===== src/rtl/zoom_view_if.sv =====
// zoom_view_if
//   Bundles the command handshake, frame strobe, pixel-coordinate input and
//   view/address outputs of the zoom view controller.
//   master : command/timing source (button/UART logic + VGA timing) and
//            framebuffer read side
//   slave  : zoom_view_ctrl
//   Signals:
//     cmd_valid/cmd/cmd_ready   view command handshake (cmd is 3 bits)
//     frame_start               one-cycle pulse at start of vertical blanking
//     pix_valid/pix_x/pix_y     VGA coordinate to map
//     zoom_shift/x_off/y_off    active view settings
//     sat                       pulse: last command clamped or had no effect
//     src_col/src_row/src_addr  mapped source location, qualified by addr_valid
interface zoom_view_if;
    logic        cmd_valid;
    logic [2:0]  cmd;
    logic        cmd_ready;
    logic        frame_start;
    logic        pix_valid;
    logic [9:0]  pix_x;
    logic [8:0]  pix_y;
    logic [1:0]  zoom_shift;
    logic [8:0]  x_off;
    logic [7:0]  y_off;
    logic        sat;
    logic [8:0]  src_col;
    logic [7:0]  src_row;
    logic [16:0] src_addr;
    logic        addr_valid;

    modport master (
        output cmd_valid, cmd, frame_start, pix_valid, pix_x, pix_y,
        input  cmd_ready, zoom_shift, x_off, y_off, sat,
               src_col, src_row, src_addr, addr_valid
    );

    modport slave (
        input  cmd_valid, cmd, frame_start, pix_valid, pix_x, pix_y,
        output cmd_ready, zoom_shift, x_off, y_off, sat,
               src_col, src_row, src_addr, addr_valid
    );
endinterface


===== src/rtl/zoom_view_ctrl.sv =====
// zoom_view_ctrl
//   View controller for the pixel-replication zoom datapath. Takes view
//   commands, computes a clamped pending view, and commits it on the next
//   frame_start so a frame is never rendered with mixed settings. Also maps
//   each VGA coordinate to a source row/column/framebuffer address through a
//   2-stage pipeline that always uses the active view.
//   Ports:
//     clk    pixel/system clock
//     rst_n  asynchronous active-low reset
//     bus    zoom_view_if.slave (command handshake, frame strobe, pixel
//            coordinates in; view settings, sat, mapped address out)
module zoom_view_ctrl #(
    parameter int SRC_W     = 320,
    parameter int SRC_H     = 240,
    parameter int MAX_SHIFT = 2,
    parameter int PAN_STEP  = 8
) (
    input  logic        clk,
    input  logic        rst_n,
    zoom_view_if.slave  bus
);

    localparam int STAGES = 2;

    localparam logic [2:0] CMD_NOP        = 3'd0;
    localparam logic [2:0] CMD_ZOOM_IN    = 3'd1;
    localparam logic [2:0] CMD_ZOOM_OUT   = 3'd2;
    localparam logic [2:0] CMD_PAN_LEFT   = 3'd3;
    localparam logic [2:0] CMD_PAN_RIGHT  = 3'd4;
    localparam logic [2:0] CMD_PAN_UP     = 3'd5;
    localparam logic [2:0] CMD_PAN_DOWN   = 3'd6;
    localparam logic [2:0] CMD_RESET_VIEW = 3'd7;

    typedef enum logic [1:0] {IDLE, CALC, WAIT_FRAME} state_t;

    typedef struct packed {
        logic [1:0] shift;
        logic [8:0] x_off;
        logic [7:0] y_off;
    } view_t;

    // Largest legal offset for a given shift (source size minus window size).
    function automatic logic [8:0] x_span(input logic [1:0] s);
        return 9'(SRC_W - (SRC_W >> s));
    endfunction

    function automatic logic [7:0] y_span(input logic [1:0] s);
        return 8'(SRC_H - (SRC_H >> s));
    endfunction

    state_t      state_q, state_d;
    logic        accept;
    logic [2:0]  cmd_q;
    view_t       act_q, pend_q, calc_v;
    logic        sat_q, calc_sat;
    logic [1:0]  new_shift;
    logic [9:0]  x_sum;
    logic [8:0]  y_sum;

    // ---------------- command FSM ----------------
    always_ff @(posedge clk or negedge rst_n) begin
        if (!rst_n) state_q <= IDLE;
        else        state_q <= state_d;
    end

    always_comb begin
        state_d       = state_q;
        accept        = 1'b0;
        bus.cmd_ready = 1'b0;
        case (state_q)
            IDLE: begin
                bus.cmd_ready = 1'b1;
                // NOP is taken off the bus but never leaves IDLE.
                if (bus.cmd_valid && bus.cmd != CMD_NOP) begin
                    accept  = 1'b1;
                    state_d = CALC;
                end
            end
            CALC:       state_d = WAIT_FRAME;
            WAIT_FRAME: if (bus.frame_start) state_d = IDLE;
            default:    state_d = IDLE;
        endcase
    end

    // Pending view computed from the active view and the latched command.
    always_comb begin
        calc_v    = act_q;
        calc_sat  = 1'b0;
        new_shift = act_q.shift;
        x_sum     = {1'b0, act_q.x_off} + 10'(PAN_STEP);
        y_sum     = {1'b0, act_q.y_off} + 9'(PAN_STEP);
        case (cmd_q)
            CMD_ZOOM_IN, CMD_ZOOM_OUT: begin
                if (cmd_q == CMD_ZOOM_IN && act_q.shift < 2'(MAX_SHIFT))
                    new_shift = act_q.shift + 2'd1;
                else if (cmd_q == CMD_ZOOM_OUT && act_q.shift != 2'd0)
                    new_shift = act_q.shift - 2'd1;
                else
                    calc_sat = 1'b1;
                if (!calc_sat) begin
                    // Recentre the window on every zoom change.
                    calc_v.shift = new_shift;
                    calc_v.x_off = x_span(new_shift) >> 1;
                    calc_v.y_off = y_span(new_shift) >> 1;
                end
            end
            CMD_PAN_LEFT: begin
                if (act_q.x_off < 9'(PAN_STEP)) begin
                    calc_v.x_off = '0;
                    calc_sat     = 1'b1;
                end else begin
                    calc_v.x_off = act_q.x_off - 9'(PAN_STEP);
                end
            end
            CMD_PAN_RIGHT: begin
                if (x_sum > {1'b0, x_span(act_q.shift)}) begin
                    calc_v.x_off = x_span(act_q.shift);
                    calc_sat     = 1'b1;
                end else begin
                    calc_v.x_off = x_sum[8:0];
                end
            end
            CMD_PAN_UP: begin
                if (act_q.y_off < 8'(PAN_STEP)) begin
                    calc_v.y_off = '0;
                    calc_sat     = 1'b1;
                end else begin
                    calc_v.y_off = act_q.y_off - 8'(PAN_STEP);
                end
            end
            CMD_PAN_DOWN: begin
                if (y_sum > {1'b0, y_span(act_q.shift)}) begin
                    calc_v.y_off = y_span(act_q.shift);
                    calc_sat     = 1'b1;
                end else begin
                    calc_v.y_off = y_sum[7:0];
                end
            end
            CMD_RESET_VIEW: calc_v = '0;
            default: ;
        endcase
    end

    always_ff @(posedge clk or negedge rst_n) begin
        if (!rst_n) begin
            cmd_q  <= CMD_NOP;
            pend_q <= '0;
            act_q  <= '0;
            sat_q  <= 1'b0;
        end else begin
            if (accept) cmd_q <= bus.cmd;
            if (state_q == CALC) pend_q <= calc_v;
            // sat is a single-cycle pulse on leaving CALC.
            sat_q <= (state_q == CALC) && calc_sat;
            // Commit only while waiting, so a frame_start seen in CALC is ignored.
            if (state_q == WAIT_FRAME && bus.frame_start) act_q <= pend_q;
        end
    end

    assign bus.zoom_shift = act_q.shift;
    assign bus.x_off      = act_q.x_off;
    assign bus.y_off      = act_q.y_off;
    assign bus.sat        = sat_q;

    // ---------------- address pipeline ----------------
    logic [STAGES-1:0] vld_pipe;
    logic [10:0]       col_sum;
    logic [9:0]        row_sum;
    logic [8:0]        col_c, s1_col, s2_col;
    logic [7:0]        row_c, s1_row, s2_row;
    logic [16:0]       s2_addr;

    always_comb begin
        col_sum = 11'(bus.pix_x >> act_q.shift) + 11'(act_q.x_off);
        row_sum = 10'(bus.pix_y >> act_q.shift) + 10'(act_q.y_off);
        col_c   = (col_sum > 11'(SRC_W - 1)) ? 9'(SRC_W - 1) : col_sum[8:0];
        row_c   = (row_sum > 10'(SRC_H - 1)) ? 8'(SRC_H - 1) : row_sum[7:0];
    end

    always_ff @(posedge clk or negedge rst_n) begin
        if (!rst_n) begin
            vld_pipe <= '0;
            s1_col   <= '0;
            s1_row   <= '0;
            s2_col   <= '0;
            s2_row   <= '0;
            s2_addr  <= '0;
        end else begin
            vld_pipe <= {vld_pipe[STAGES-2:0], bus.pix_valid};
            if (bus.pix_valid) begin
                s1_col <= col_c;
                s1_row <= row_c;
            end
            // Outputs only move on a valid beat; otherwise they hold.
            if (vld_pipe[0]) begin
                s2_col  <= s1_col;
                s2_row  <= s1_row;
                // row*320 as shift-add: 320 = 256 + 64.
                s2_addr <= (17'(s1_row) << 8) + (17'(s1_row) << 6) + 17'(s1_col);
            end
        end
    end

    assign bus.src_col    = s2_col;
    assign bus.src_row    = s2_row;
    assign bus.src_addr   = s2_addr;
    assign bus.addr_valid = vld_pipe[STAGES-1];

endmodule

===== src/flat_wrapper.sv =====
// flat-port wrapper written by rule: the top's interface ports become plain ports
module zoom_view_ctrl_flat 
#(
    parameter int SRC_W     = 320,
    parameter int SRC_H     = 240,
    parameter int MAX_SHIFT = 2,
    parameter int PAN_STEP  = 8
)
  (clk, rst_n, bus_cmd_valid, bus_cmd, bus_frame_start, bus_pix_valid, bus_pix_x, bus_pix_y, bus_cmd_ready, bus_zoom_shift, bus_x_off, bus_y_off, bus_sat, bus_src_col, bus_src_row, bus_src_addr, bus_addr_valid);
  zoom_view_if bus_i ();
  input  logic clk;
  input  logic rst_n;
  input wire logic [$bits(bus_i.cmd_valid)-1:0] bus_cmd_valid;
  input wire logic [$bits(bus_i.cmd)-1:0] bus_cmd;
  input wire logic [$bits(bus_i.frame_start)-1:0] bus_frame_start;
  input wire logic [$bits(bus_i.pix_valid)-1:0] bus_pix_valid;
  input wire logic [$bits(bus_i.pix_x)-1:0] bus_pix_x;
  input wire logic [$bits(bus_i.pix_y)-1:0] bus_pix_y;
  output wire logic [$bits(bus_i.cmd_ready)-1:0] bus_cmd_ready;
  output wire logic [$bits(bus_i.zoom_shift)-1:0] bus_zoom_shift;
  output wire logic [$bits(bus_i.x_off)-1:0] bus_x_off;
  output wire logic [$bits(bus_i.y_off)-1:0] bus_y_off;
  output wire logic [$bits(bus_i.sat)-1:0] bus_sat;
  output wire logic [$bits(bus_i.src_col)-1:0] bus_src_col;
  output wire logic [$bits(bus_i.src_row)-1:0] bus_src_row;
  output wire logic [$bits(bus_i.src_addr)-1:0] bus_src_addr;
  output wire logic [$bits(bus_i.addr_valid)-1:0] bus_addr_valid;
  assign bus_i.cmd_valid = bus_cmd_valid;
  assign bus_i.cmd = bus_cmd;
  assign bus_i.frame_start = bus_frame_start;
  assign bus_i.pix_valid = bus_pix_valid;
  assign bus_i.pix_x = bus_pix_x;
  assign bus_i.pix_y = bus_pix_y;
  assign bus_cmd_ready = bus_i.cmd_ready;
  assign bus_zoom_shift = bus_i.zoom_shift;
  assign bus_x_off = bus_i.x_off;
  assign bus_y_off = bus_i.y_off;
  assign bus_sat = bus_i.sat;
  assign bus_src_col = bus_i.src_col;
  assign bus_src_row = bus_i.src_row;
  assign bus_src_addr = bus_i.src_addr;
  assign bus_addr_valid = bus_i.addr_valid;
  zoom_view_ctrl #(.SRC_W(SRC_W), .SRC_H(SRC_H), .MAX_SHIFT(MAX_SHIFT), .PAN_STEP(PAN_STEP)) u_core (.clk(clk), .rst_n(rst_n), .bus(bus_i));
endmodule

===== config.mk =====
export PLATFORM = sky130hd
export DESIGN_NAME = zoom_view_ctrl_flat
export DESIGN_NICKNAME = d
export VERILOG_FILES = /design/src/rtl/zoom_view_if.sv /design/src/rtl/zoom_view_ctrl.sv /design/src/flat_wrapper.sv
export SDC_FILE = /design/constraint.sdc
export NUM_CORES = 1
export LEC_CHECK = 0
export CAP_MARGIN = 40
export CORE_MARGIN = 3
export CORE_UTILIZATION = 32
export CTS_BUF_LIST = sky130_fd_sc_hd__clkbuf_4
export CTS_CLUSTER_DIAMETER = 30
export DETAILED_ROUTE_END_ITERATION = 7
export SLEW_MARGIN = 20
export SYNTH_ARGS = -nofsm -noshare
export SYNTH_HDL_FRONTEND = slang
export SYNTH_SLANG_ARGS = --single-unit
export TNS_END_PERCENT = 5

===== constraint.sdc =====
create_clock -name clk -period 8.1 [get_ports clk]
set_input_delay 1.62 -clock clk [delete_from_list [all_inputs] [get_ports clk]]
set_output_delay 1.62 -clock clk [all_outputs]
set_load 0.01 [all_outputs]

==> results.cfg, run 1 <==
[power]
clkPwrFrac_pct = 8.1
powerDensity_nw_per_um2 = 396
leakage_nw = 3.36
power_w = 0.00326
seq_power_share_pct = 25.9
p_sw_w = 0.00154
p_sw_share_pct = 47.2
p_int_w = 0.00172
vdd_drop_max_mv = 0.183
comb_power_share_pct = 66.0

[finish]
final_common_cell = dfrtp_1
diodes = 0
nNetsFinal = 882
design_area_um2 = 8210
final_cell_mix = dfrtp_1, clkdlybuf4s50_1, ha_1, nor2_1, a21oi_1
syn_to_final_growth_pct = 16.8
fillers = 2154
fin_cells = 1072
drive_gt1_share_pct = 12.7

[timing]
max_freq_ghz = 0.234
min_period_ns = 4.27
fin_setup_tns_ns = 0
tightest_slew_ns = 0.709
fin_crit_sh_pct = 52.7
grt_setup_unrepaired = no
setup_viol = 0
hold_viol = 0
setup_ws_ns = 3.83
final_max_slew_viol_count = 0
relSlewSlack_pct = 52.6
finClkSkew_ns = 0.0164

[worst_setup_path]
endpoint_kind = flip-flop
cp_data_required_time_ns = 8.42
worstPathMaxFanout = 5
worst_ep_arrival_time_ns = 4.58
critical_path_class = primary input to flip-flop
start_kind = primary input

[clock_network]
insertion_delay_ns = 0.48
cts-root-buf = clkbuf_4
post_cts_resized = 0
post_cts_buffers = 0
tritoncts = yes
ctsHoldBuffers = 0
cts_buffers = 9
htreeDepth = 3
clkSinkCount = 91
cts.clk_slew.worst_paths_ns = 0.14
clock_path_buffers = 2

[drt]
drcViolationCount = 0
via_per_inst = 5.45
drt_pass1_iterations = 5
vias = 5840
wl_per_cell_um = 17.3
initialDrtViolationCount = 477
wirelength_um = 18500
postRouteAntennaNets = 0

[global_routing]
grt_pass1_vias = 5625
grt_max_degree = 62
antenna_found_initial = 0
grt_pass1_wl_um = 30000
overflow = 0
grt_usage_pct = 15.4

[floorplanning]
fp-row-count = 53
start_util_pct = 33.0
die_area_um2 = 23800
ioPinCount = 83
die_y_um = 154
die_w_um = 154
core-area_um2 = 21300

[synth]
synth_area_um2 = 7030
ys.flop_type = dfrtp_1
syn_inst = 736
ys_types = 81
yosys_warnings = 0
synth-edff-count = 0
async_reset_ff_share_pct = 100
ys_seq_area_share_pct = 32.4
synth.avg_cell_area_um2 = 9.55
ys_seq_elements = 91
synth_nets = 826

[placed_design]
port_buffers = 82
gp_congestion = 0.921
place_inst = 1053
hpwlAfterDp_um = 13700
pre_cts_ws_ns = 3.40
place_area_um2 = 8010

[run_status]
status = complete, no violations

[run]
cap_violations = 0

[hold_path]
hold_path.class = flip-flop to flip-flop
-- worst max-delay path, cell delays in order --
cell and delay, ns:
clkdlybuf4s50_1 0.50, mux4_2 0.53, ha_1 0.25, fa_1 0.42, a21o_1 0.20, a22oi_1 0.19, and2b_1 0.22, a21oi_1 0.07
o31ai_2 0.40, a41oi_1 0.17
-- flip-flops by register name (all words and copies together), names as in the netlist, 3 cells and up --
signal / count
u_core.pend_q: 19
u_core.bus.src_addr: 11
u_core.bus.src_col: 9
u_core.bus.x_off: 9
u_core.s1_col: 9
u_core.bus.src_row: 8
u_core.bus.y_off: 8
u_core.s1_row: 8
u_core.cmd_q: 3
-- cell type report --
cell class | instances | area [um2] | share of cell area (%)
clock inverter | 7 | 76.3 | 0.929
timing repair buffer | 92 | 936 | 11.4
tap | 275 | 344 | 4.19
sequential | 91 | 2280 | 27.7
multi-input combinational | 561 | 4370 | 53.2
clock buffer | 9 | 67.6 | 0.823
inverter | 37 | 139 | 1.69
-- routing by layer --
layer	vias to the layer above	routed length (um)	part of all wire (%)	GRT usage (%)
li1	2819	-	-	-
met2	163	8930	48	26.0
met5	-	0	0	0
met1	2846	8590	46	21.3
met3	12	894	4.8	2.71
met4	0	140	0.75	2.27
-- stage by stage --
stage | utilization [%] | hold WS (ns)
finish | 38.6 | 0.494
global route | 38.6 | 0.515
CTS | 38.3 | 0.498
detailed placement | 37.6 | 0.466
global placement | 37.6 | 0.460
floorplan | - | 0.427
-- cells in the mapped netlist (4+ instances only) --
library cell  instances  area (um2)
buf_4                 8        60.1
nand2_1              40         150
or2_2                 4        25.0
fa_1                  4        80.1
xnor2_1              18         158
xor2_1                9        78.8
o211ai_1              5        37.5
clkbuf_1             22        82.6
nand3b_1              6        45.0
nor2b_1              12        75.1
o31ai_1               4        30.0
nor3_1               18        90.1
buf_2                 8        40.0
ha_1                 59         738
o21a_1                5        37.5
o22ai_1               4        25.0
a31oi_1              13        81.3
and3_1                5        31.3
nand2b_1              7        43.8
a21oi_1              48         240
mux2i_1              21         210
nand3_1              19        95.1
a211oi_1             14         105
a21o_1               11        82.6
o21ai_0              43         215
mux2_2               46         518
mux4_2                7         158
a211o_1               5        43.8
inv_1                37         139
nor3b_1               7        52.6
a22oi_1               4        30.0
nor2_1               49         184
buf_1                 5        18.8
dfrtp_1              91        2280
o21bai_1              7        52.6
-- final timing paths --
check	startpoint	slack, ns	depth (start not counted)	end
max reg2reg	u_core.bus.zoom_shift[1]$_DFFE_PN0P_	4.15	11	u_core.pend_q[10]$_DFFE_PN0P_
min in group asynchronous	rst_n	1.03	1	u_core.bus.src_row[1]$_DFFE_PN0P_
min reg2reg	u_core.pend_q[18]$_DFFE_PN0P_	0.49	2	u_core.pend_q[18]$_DFFE_PN0P_
min	u_core.pend_q[18]$_DFFE_PN0P_	0.49	2	u_core.pend_q[18]$_DFFE_PN0P_
max	bus_pix_y[3]	3.83	10	u_core.s1_row[2]$_DFFE_PN0P_
max in group asynchronous	rst_n	6.23	3	u_core.pend_q[13]$_DFFE_PN0P_
-- power by group through the flow --
stage,clock (W),combinational [W],sequential [W]
final,0.000264,0.00215,0.000844
after global routing,0.000295,0.00239,0.000874
after CTS,0.000277,0.00209,0.000875
after detailed placement,0,0.00208,0.000886
after global placement,0,0.00206,0.000884
after floorplan,0,0.00159,0.000777
-- kinds of logic (layout without fill, tap and decap cells) --
family                     Yosys count  in the layout  share of synthesized area (%)
xor gates and xnor gates            27             27                           3.36
muxes                               74             74                           12.6
buffers and inverters               84            145                           5.39
AOI/OAI and AO/OA                  209            209                           20.6
DFF                                 91             91                           32.4
adders and majority gates           63             63                           11.6
and+or+nand+nor                    188            188                           14.0
No activity file was read; power rests on OpenSTA's default activity.
==> run 2, diff against run 1 <==
- clock period: 8.1 -> 4.4 ns (I/O delays scaled with it)
==> results.cfg, run 2 (synthesis results as in run 1) <==
[run_status]
status = complete, no violations

[worst_setup_path]
slowest_delay_ns = 0.52
r2r_cells = 10
rrSetupSlack_ns = 1.11
worstPathMaxFanout = 5
cp_data_required_time_ns = 4.72
start_kind = primary input
cp_cell_sequence = clkdlybuf4s50_1 -> mux4_2 -> ha_1 -> fa_1 -> a21o_1 -> a22oi_1 -> and2b_1 -> a21oi_1 -> o31ai_2 -> a41oi_1
critical_path_class = primary input to flip-flop
endpoint_kind = flip-flop
r2r_end = u_core.pend_q[10]$_DFFE_PN0P_
cp_slowest_cell = mux4_2
worst_ep_arrival_time_ns = 3.81
r2r-start = u_core.bus.zoom_shift[1]$_DFFE_PN0P_

[power]
seq_power_share_pct = 26.0
powerDensity_nw_per_um2 = 731
clkPwrFrac_pct = 8.6
p_sw_w = 0.00284
p_int_w = 0.00316
power_w = 0.00599
leakage_nw = 3.35
comb_power_share_pct = 65.5
p_sw_share_pct = 47.3
vdd_drop_max_mv = 0.304

[timing]
fin_setup_tns_ns = 0
setup_viol = 0
max_freq_ghz = 0.287
finClkSkew_ns = 0.0220
relSlewSlack_pct = 50.5
whs_ns = 0.289
tightest_slew_ns = 0.741
fin_crit_sh_pct = 79.3
min_period_ns = 3.49
grt_setup_unrepaired = no
setup_ws_ns = 0.910
final_max_slew_viol_count = 0
hold_viol = 0

[finish]
final_cell_mix = dfrtp_1, clkdlybuf4s50_1, ha_1, nor2_1, a21oi_1
largest_reg_flops = 19
seq_area_um2 = 2280
fin_cells = 1073
syn_to_final_growth_pct = 16.6
fillers = 2159
multi_input_area_um2 = 4370
nNetsFinal = 883
final_common_cell = dfrtp_1
drive_gt1_share_pct = 12.8
regMostFlops = u_core.pend_q
diodes = 0

[clock_network]
cts-root-buf = clkbuf_4
cts.clk_slew.worst_paths_ns = 0.17
tritoncts = yes
post_cts_resized = 0
htreeDepth = 3
clock_path_buffers = 2
insertion_delay_ns = 0.48
post_cts_buffers = 0
clkSinkCount = 91
ctsHoldBuffers = 0
cts_buffers = 9

[run]
cap_violations = 0

[placed_design]
port_buffers = 82
gp_congestion = 0.874
place_inst = 1056
hpwlAfterDp_um = 13700
pre_cts_ws_ns = 0.409

[floorplanning]
fp-row-count = 53
ioPinCount = 83
die_y_um = 154
die_w_um = 154
die_area_um2 = 23800
start_util_pct = 33.0
core-area_um2 = 21300

[drt]
wl_met1_um = 8620
met2_length_um = 8610
vias = 5874
wl_per_cell_um = 17.2
postRouteAntennaNets = 0
wirelength_um = 18500
initialDrtViolationCount = 477
drt_pass1_iterations = 7
dr.max_layer_used = met4
via_per_inst = 5.47
wl_met3_um = 943
drcViolationCount = 0

[global_routing]
grt_usage_pct = 15.5
overflow = 0
grt_pass1_vias = 5753
antenna_found_initial = 0
grt_pass1_wl_um = 30300
grt_max_degree = 62

[hold_path]
hold_path.class = primary input to async pin
-- run 2: cell count changes in the layout (fill, tap and decap cells not counted), sizes merged --
cell and change:
clkinv -3, inv +3, buf +1
-- run 2: critical path, delay by kind of cell --
kind	cells	cell delay, ns
AOI/OAI and AO/OA	5	1.03
muxes	1	0.52
adders and majority gates	2	0.66
buffers and inverters	1	0.49
and+or+nand+nor	1	0.23
-- run 2: final cells by class --
class | count | area share, %
repair buffers | 93 | 11.1
flip-flops and latches | 91 | 27.8
inverters | 37 | 1.69
clock buffers | 9 | 0.824
multi-input cells | 561 | 53.4
clock inverters | 7 | 0.992
well taps | 275 | 4.20
-- run 2: per-layer routing --
| layer | track usage, % | up-vias |
|---|---|---|
| met5 | 0 | - |
| met4 | 3.66 | 0 |
| met3 | 2.88 | 21 |
| met2 | 25.2 | 173 |
| met1 | 21.6 | 2856 |
| li1 | - | 2824 |
-- run 2: worst max path at each step --
stage                                               startpoint                      endpoint  slack (ns)
final                                             bus_pix_y[3]  u_core.s1_row[2]$_DFFE_PN0P_        0.91
after global routing                              bus_pix_y[3]  u_core.s1_row[2]$_DFFE_PN0P_        0.76
after CTS                                         bus_pix_y[3]  u_core.s1_row[2]$_DFFE_PN0P_        0.94
after detailed placement                          bus_pix_y[3]  u_core.s1_row[2]$_DFFE_PN0P_        0.41
after global placement                            bus_pix_y[3]  u_core.s1_row[2]$_DFFE_PN0P_        0.48
after floorplan           u_core.bus.zoom_shift[0]$_DFFE_PN0P_  u_core.pend_q[2]$_DFFE_PN0P_        0.64
-- run 2: power groups by stage --
stage	clock network, W	logic [W]	registers, W
floorplan	0	0.00293	0.00143
global placement	0	0.00387	0.00158
detailed placement	0	0.00390	0.00158
CTS	0.000537	0.00392	0.00156
global route	0.000569	0.00439	0.00162
finish	0.000513	0.00392	0.00156
-- run 2: per-stage QoR --
stage | cell area, um2 | util, %
2_1_floorplan | 7030 | -
3_3_place_gp | 8030 | 37.7
3_5_place_dp | 8030 | 37.7
4_1_cts | 8180 | 38.4
5_1_grt | 8200 | 38.5
6_report | 8200 | 38.5
==> run 3, diff against run 2 <==
- clock period: 4.4 -> 3.4 ns (I/O delays scaled with it)
==> results.cfg, run 3 (synthesis results as in run 1) <==
[run_status]
status = complete, no violations

[worst_setup_path]
worstPathMaxFanout = 15
rrSetupSlack_ns = 0.23
worst_ep_arrival_time_ns = 3.53
r2r_end = u_core.s1_row[2]$_DFFE_PN0P_
cp_cell_sequence = mux4_2 -> ha_1 -> fa_1 -> a21o_1 -> a22oi_1 -> and2b_1 -> a21oi_1 -> o31ai_4 -> a41oi_1
start_kind = flip-flop
r2r-start = u_core.bus.zoom_shift[0]$_DFFE_PN0P_
cp_slowest_cell = dfrtp_4
r2r_cells = 9
critical_path_class = flip-flop to flip-flop
cp_data_required_time_ns = 3.75
slowest_delay_ns = 0.64
endpoint_kind = flip-flop

[timing]
fin_crit_sh_pct = 93.4
final_max_slew_viol_count = 0
finClkSkew_ns = 0.0223
relSlewSlack_pct = 56.5
tightest_slew_ns = 0.653
grt_setup_unrepaired = no
setup_ws_ns = 0.226
setup_viol = 0
hold_viol = 0
max_freq_ghz = 0.315
min_period_ns = 3.17

[floorplanning]
start_util_pct = 33.0
die_w_um = 154
fp-row-count = 53
core-area_um2 = 21300
die_area_um2 = 23800
ioPinCount = 83
die_y_um = 154

[finish]
syn_to_final_growth_pct = 21.8
fin_cells = 1123
design_area_um2 = 8560
largest_reg_flops = 19
regMostFlops = u_core.pend_q
drive_gt1_share_pct = 18.2
final_cell_mix = dfrtp_1, clkdlybuf4s50_1, buf_4, ha_1, nor2_1
final_common_cell = dfrtp_1
nNetsFinal = 933
diodes = 0

[power]
vdd_drop_max_mv = 0.360
powerDensity_nw_per_um2 = 950
power_w = 0.00814
leakage_nw = 3.59

[clock_network]
htreeDepth = 3
post_cts_buffers = 0
cts.clk_slew.worst_paths_ns = 0.17
insertion_delay_ns = 0.48
cts_buffers = 9
tritoncts = yes
clkSinkCount = 91
cts-root-buf = clkbuf_4
clock_path_buffers = 2

[global_routing]
overflow = 0
grt_max_degree = 47
antenna_found_initial = 0
grt_pass1_vias = 5833
grt_usage_pct = 15.5
grt_pass1_wl_um = 30400

[placed_design]
hpwlAfterDp_um = 14400
place_area_um2 = 8420
gp_congestion = 0.872
port_buffers = 82
pre_cts_ws_ns = -0.325
place_inst = 1107

[hold_path]
hold_path.class = primary input to async pin

[drt]
drcViolationCount = 0
via_per_inst = 5.35
postRouteAntennaNets = 0
initialDrtViolationCount = 537
vias = 6007
wl_per_cell_um = 16.7
drt_pass1_iterations = 5
wirelength_um = 18800

[run]
cap_violations = 0
run 3: cell count changes in the layout (fill, tap and decap cells not counted), sizes merged:
cell	delta
buf	+50
bufinv	-1
inv	+1
run 3: power by group:
part           total, W  switching [W]  internal, W
clock network  0.000586       0.000422     0.000164
logic           0.00557        0.00284      0.00273
registers       0.00198       0.000511      0.00147
total           0.00814        0.00378      0.00436
run 3: metrics by stage:
step | util (%) | setup TNS, ns | hold slack [ns]
floorplan | - | 0 | 0.384
global placement | 39.6 | -1.64 | 0.459
detailed placement | 39.6 | -2.59 | 0.468
CTS | 40.2 | 0 | 0.173
global route | 40.2 | 0 | 0.197
finish | 40.2 | 0 | 0.178
run 3: area by class of cell:
class / instances / area (um2)
Fill cell: 2096 / 12700
Multi-Input combinational cell: 561 / 4390
Inverter: 37 / 139
Clock buffer: 9 / 67.6
Clock inverter: 7 / 57.6
Sequential cell: 91 / 2280
Timing Repair Buffer: 143 / 1290
Tap cell: 275 / 344
run 3: repair_timing:
action | 4_1_cts | 5_1_grt
hold endpoints to repair | 0 | 0
hold buffers | 0 | 0
gates resized for setup | 0 | 3
endpoints found under the setup margin | 0 | 22
run 3: worst max path at each step:
stage | from | endpoint | slack (ns)
floorplan | u_core.bus.zoom_shift[0]$_DFFE_PN0P_ | u_core.pend_q[2]$_DFFE_PN0P_ | 0.03
global placement | bus_pix_y[2] | u_core.s1_row[2]$_DFFE_PN0P_ | -0.23
detailed placement | bus_pix_y[2] | u_core.s1_row[2]$_DFFE_PN0P_ | -0.32
CTS | u_core.bus.zoom_shift[0]$_DFFE_PN0P_ | u_core.s1_row[2]$_DFFE_PN0P_ | 0.03
global route | u_core.bus.zoom_shift[0]$_DFFE_PN0P_ | u_core.s1_row[4]$_DFFE_PN0P_ | 0.02
finish | u_core.bus.zoom_shift[0]$_DFFE_PN0P_ | u_core.s1_row[2]$_DFFE_PN0P_ | 0.23
run 3: worst max-delay path: cells and delay by family, from the launching register on:
kind / cells / cell delay (ns)
fa+ha+maj: 2 / 0.64
simple gates: 1 / 0.21
mux: 1 / 0.59
compound gates: 5 / 0.95
flops: 1 / 0.64
run 3: per-layer routing:
metal,up-vias,share of wire (%),GRT usage (%)
li1,2922,-,-
met1,2920,48,21.7
met2,143,46,25.0
met3,22,4.5,2.80
met4,0,1.3,3.70
met5,-,0,0
